**config.mk**
```make
export PLATFORM = sky130hd
export DESIGN_NAME = la_clkdiv
export DESIGN_NICKNAME = d
export VERILOG_FILES = /design/src/rtl/la_clkdiv.sv
export SDC_FILE = /design/constraint.sdc
export NUM_CORES = 1
export LEC_CHECK = 0
export ABC_CLOCK_PERIOD_IN_PS = 4630
export CAP_MARGIN = 5
export CORE_MARGIN = 10
export CORE_UTILIZATION = 56
export CTS_CLUSTER_DIAMETER = 50
export DETAILED_ROUTE_END_ITERATION = 6
export HOLD_SLACK_MARGIN = 0.1
export PLACE_DENSITY = 0.88
export RECOVER_POWER = 50
export SYNTH_ARGS = -nofsm -noshare
export SYNTH_HDL_FRONTEND = slang
export SYNTH_SLANG_ARGS = --single-unit
export TNS_END_PERCENT = 100
```
**constraint.sdc**
```tcl
create_clock -name clk -period 4.63 [get_ports clk]
set_input_delay 0.6945 -clock clk [delete_from_list [all_inputs] [get_ports clk]]
set_output_delay 0.6945 -clock clk [all_outputs]
set_load 0.03 [all_outputs]
```
**src/rtl/la_clkdiv.sv**
```systemverilog
// Programmable integer clock divider with a registered, glitch-free clkout.
// Divisor and enable changes are only honoured at period boundaries.
module la_clkdiv #(
  parameter int    DW   = 8,
  parameter string PROP = "DEFAULT"
) (
  input  logic          clk,
  input  logic          reset,
  input  logic          en,
  input  logic [DW-1:0] div,
  output logic          clkout,
  output logic          rise,
  output logic          active,
  output logic [DW-1:0] divact
);

  typedef enum logic {
    S_IDLE = 1'b0,
    S_RUN  = 1'b1
  } state_t;

  // PROP only steers technology mapping; nothing is generated from it here.
  if (PROP == "") begin : g_prop_empty
  end

  state_t        r_state;
  logic [DW-1:0] r_cnt;
  logic [DW-1:0] r_divact;
  logic          r_clkout;
  logic          r_rise;

  logic          w_start;
  logic          w_last;
  logic [DW-1:0] w_cnt_nxt;
  logic [DW-1:0] w_half;

  assign w_start   = en && (div >= DW'(2));
  assign w_last    = (r_cnt == (r_divact - DW'(1)));
  assign w_cnt_nxt = r_cnt + DW'(1);
  assign w_half    = r_divact >> 1;

  always_ff @(posedge clk or posedge reset) begin
    if (reset) begin
      r_state  <= S_IDLE;
      r_cnt    <= '0;
      r_divact <= '0;
      r_clkout <= 1'b0;
      r_rise   <= 1'b0;
    end else begin
      case (r_state)
        S_IDLE: begin
          if (w_start) begin
            r_state  <= S_RUN;
            r_divact <= div;
            r_cnt    <= '0;
            r_clkout <= 1'b1;
            r_rise   <= 1'b1;
          end else begin
            r_cnt    <= '0;
            r_divact <= '0;
            r_clkout <= 1'b0;
            r_rise   <= 1'b0;
          end
        end
        S_RUN: begin
          if (!w_last) begin
            r_cnt    <= w_cnt_nxt;
            r_clkout <= (w_cnt_nxt < w_half);
            r_rise   <= 1'b0;
          end else if (w_start) begin
            // Back-to-back period: the divisor present at this edge takes over.
            r_divact <= div;
            r_cnt    <= '0;
            r_clkout <= 1'b1;
            r_rise   <= 1'b1;
          end else begin
            r_state  <= S_IDLE;
            r_divact <= '0;
            r_cnt    <= '0;
            r_clkout <= 1'b0;
            r_rise   <= 1'b0;
          end
        end
        default: begin
          r_state  <= S_IDLE;
          r_cnt    <= '0;
          r_divact <= '0;
          r_clkout <= 1'b0;
          r_rise   <= 1'b0;
        end
      endcase
    end
  end

  assign clkout = r_clkout;
  assign rise   = r_rise;
  assign active = (r_state == S_RUN);
  assign divact = r_divact;

endmodule

```
==> flow_metrics.env <==
export IMPL_critPathSlowestCell="clkdlybuf4s50_1"
export IMPL_grt_overflow=0
export IMPL_syn_cell_area_um2=1240
export IMPL_synth_seq_cells=19
export IMPL_status="finished clean"
export IMPL_cts_resized=0
export IMPL_yosysUniqueCellTypes=35
export IMPL_period_share_pct=52.1
export IMPL_path_class="register to primary output"
export IMPL_vdd_drop_max_mv=0.179
export IMPL_vias=1099
export IMPL_power_density_nw_per_um2=180
export IMPL_rr_worst_depth=8
export IMPL_syn_area_per_cell_um2=9.49
export IMPL_clock_path_buffers=2
export IMPL_coreArea_um2=2170
export IMPL_final_common_cell="dfrtp_1"
export IMPL_cts_buffers=3
export IMPL_hold_viol=0
export IMPL_clk_pin_slew_worst_paths_ns=0.11
export IMPL_rows=17
export IMPL_rsz0062_at_grt="false"
export IMPL_startpoint="active"
export IMPL_slowest_delay_ns=0.77
export IMPL_diodes=0
export IMPL_vias_per_cell=6.07
export IMPL_cts_setup_buffers=0
export IMPL_path_max_fanout=13
export IMPL_rrSetupSlack_ns=2.28
export IMPL_worstReg2RegEnd="divact[4]"
export IMPL_synth_warnings=0
export IMPL_drt_total_wl_um=3280
export IMPL_min_from="divact[7]"
export IMPL_cts_sinks=19
export IMPL_wire_per_inst_um=18.1
export IMPL_fin_worst_skew_ns=0.00204
export IMPL_maxCapViolCount=0
export IMPL_nNetsFinal=173
export IMPL_ioPinCount=22
export IMPL_setup_violations=0
export IMPL_yosysTopAreaCell="dfrtp_1"
export IMPL_worst_pin_slew_ns=0.742
export IMPL_dp_hpwl_um=2480
export IMPL_cts_root_buf="clkbuf_4"
export IMPL_die_h_um=67.1
export IMPL_fin_tns_setup_ns=0
export IMPL_hp_class="register to register"
export IMPL_ant_nets=0
export IMPL_fin_crit_ns=2.41
export IMPL_cp_end_kind="primary output"
export IMPL_grt_max_degree=20
export IMPL_synth_area_mux_share_pct=3.22
export IMPL_leakagePower_nw=0.716
export IMPL_grt_antenna_before_repair=0
export IMPL_die_area_um2=4510
export IMPL_first_pass_iters=4
export IMPL_fmax_ghz=0.414
export IMPL_drtIter0Drc=111
export IMPL_grt_pass1_wl_um=5610
export IMPL_fin_ws_ns=2.22
export IMPL_arrival_ns=1.72
export IMPL_crit_buf_inv=1
export IMPL_initial_core_util_pct=57.3
export IMPL_synth_net_count=150
export IMPL_hold_buffers=0
export IMPL_path_cells="clkdlybuf4s50_1"
export IMPL_ys_seq_area_share_pct=38.2
export IMPL_max_slew_margin_pct=50.5
export IMPL_synth_simple_area_share_pct=16.8
export IMPL_critPathTopFamily="buffers and inverters"
export IMPL_timing_rr_start="divact[1]"
export IMPL_grt_pass1_vias=1187
export IMPL_grt_usage_pct=15.9
export IMPL_synth_fa_ha_area_share_pct=8.05
export IMPL_die_w_um=67.1
export IMPL_worstPathRequired_ns=3.94
export IMPL_synth_top_family_by_area="compound AO/OA/AOI/OAI gates"
export IMPL_drc=0
export IMPL_layout_common_cells="19 x dfrtp_1, 15 x nand2_1, 15 x clkdlybuf4s50_1"
export IMPL_synth_xor_area_share_pct=11.0
export IMPL_synthCells=131
export IMPL_slew_violations=0
export IMPL_htreeDepth=1
export IMPL_ys_top_cells_by_area="dfrtp_1 38%, ha_1 8.0%, xnor2_1 5.6%"
export IMPL_start_kind="register"
export IMPL_worstSkewPairLatency_ns=0.30
export IMPL_place_ws_ns=2.11
export IMPL_synth_top_area_share_pct=38.2
export IMPL_drive_gt1_share_pct=5.88
export IMPL_gp_congestion=0.907
export IMPL_cp_depth=1
export IMPL_instances_no_fill=181
export IMPL_io_buffers=21
export IMPL_critical_path_endpoint="active"
export IMPL_placed_cells=177
export IMPL_synth_compound_area_share_pct=18.5
export IMPL_area_delta_synth_final_pct=20.9
export IMPL_cts_tree="yes"
==> worst min-delay path by stage <==
stage | end | slack [ns] | cells after the start
2_1_floorplan | r_cnt[0] | 0.50 | 1
3_3_place_gp | r_cnt[0] | 0.55 | 1
3_5_place_dp | r_cnt[0] | 0.58 | 1
4_1_cts | r_cnt[0] | 0.60 | 1
5_1_grt | r_cnt[0] | 0.64 | 1
6_report | divact[7] | 0.60 | 2
==> per-layer routing <==
metal | part of all wire, % | vias up | track usage (%)
met3 | 8.5 | 9 | 4.02
met2 | 48 | 52 | 27.1
li1 | - | 509 | -
met4 | 2.0 | 0 | 5.13
met1 | 41 | 529 | 19.0
met5 | 0 | - | 0
==> sequential cells by signal, indices dropped and copies added, names as in the netlist <==
register / flops
divact: 8
r_cnt: 8
active: 1
clkout: 1
rise: 1
==> synthesized netlist by cell type <==
cell type  instances
a211oi_1           2
a21o_1             3
a21o_4             1
a21oi_1            4
a21oi_2            1
a22o_1             1
a22oi_1            2
a311o_1            1
a311oi_1           1
a31o_2             1
a31oi_1            1
and3_1            10
clkbuf_1           3
dfrtp_1           19
ha_1               8
inv_1             11
mux2i_1            4
nand2_1           15
nand2_4            1
nand3_1            4
nor2_1             9
nor3_2             1
nor3b_1            1
o2111ai_1          1
o2111ai_2          1
o211ai_1           3
o21ai_0            2
o21ai_1            2
o21bai_1           1
o221ai_1           1
o41ai_1            1
or4_1              1
xnor2_1            8
xnor3_1            1
xor2_1             5
==> where the power goes <==
part	switching (mW)	total (mW)	internal [mW]
combinational	0.00940	0.0182	0.00877
sequential	0	0.166	0.166
clock	0.0524	0.0860	0.0336
total	0.0618	0.270	0.208
==> layout make-up <==
class                      instances  area, um2
sequential                        19        475
fill                             184        666
multi-input combinational         98        716
clock buffer                       4       26.3
timing repair buffer              21        210
tap                               28       35.0
inverter                          11       41.3
==> stage by stage <==
stage | power [mW] | hold slack, ns | utilization (%) | cell area (um2)
after floorplan | 0.175 | 0.500 | - | 1240
after global placement | 0.187 | 0.545 | 68.1 | 1480
after detailed placement | 0.187 | 0.583 | 68.1 | 1480
after CTS | 0.272 | 0.598 | 69.3 | 1500
after global routing | 0.278 | 0.642 | 69.3 | 1500
final | 0.270 | 0.598 | 69.3 | 1500
==> cell families (layout without fill, tap and decap cells) <==
logic type / count (synthesis) / in the layout
compound gates: 30 / 30
xor+xnor: 14 / 14
fa+ha+maj: 8 / 8
buf+inv: 14 / 36
flops: 19 / 19
mux: 4 / 4
simple gates: 42 / 42
Power figures use the tool's default switching activity.
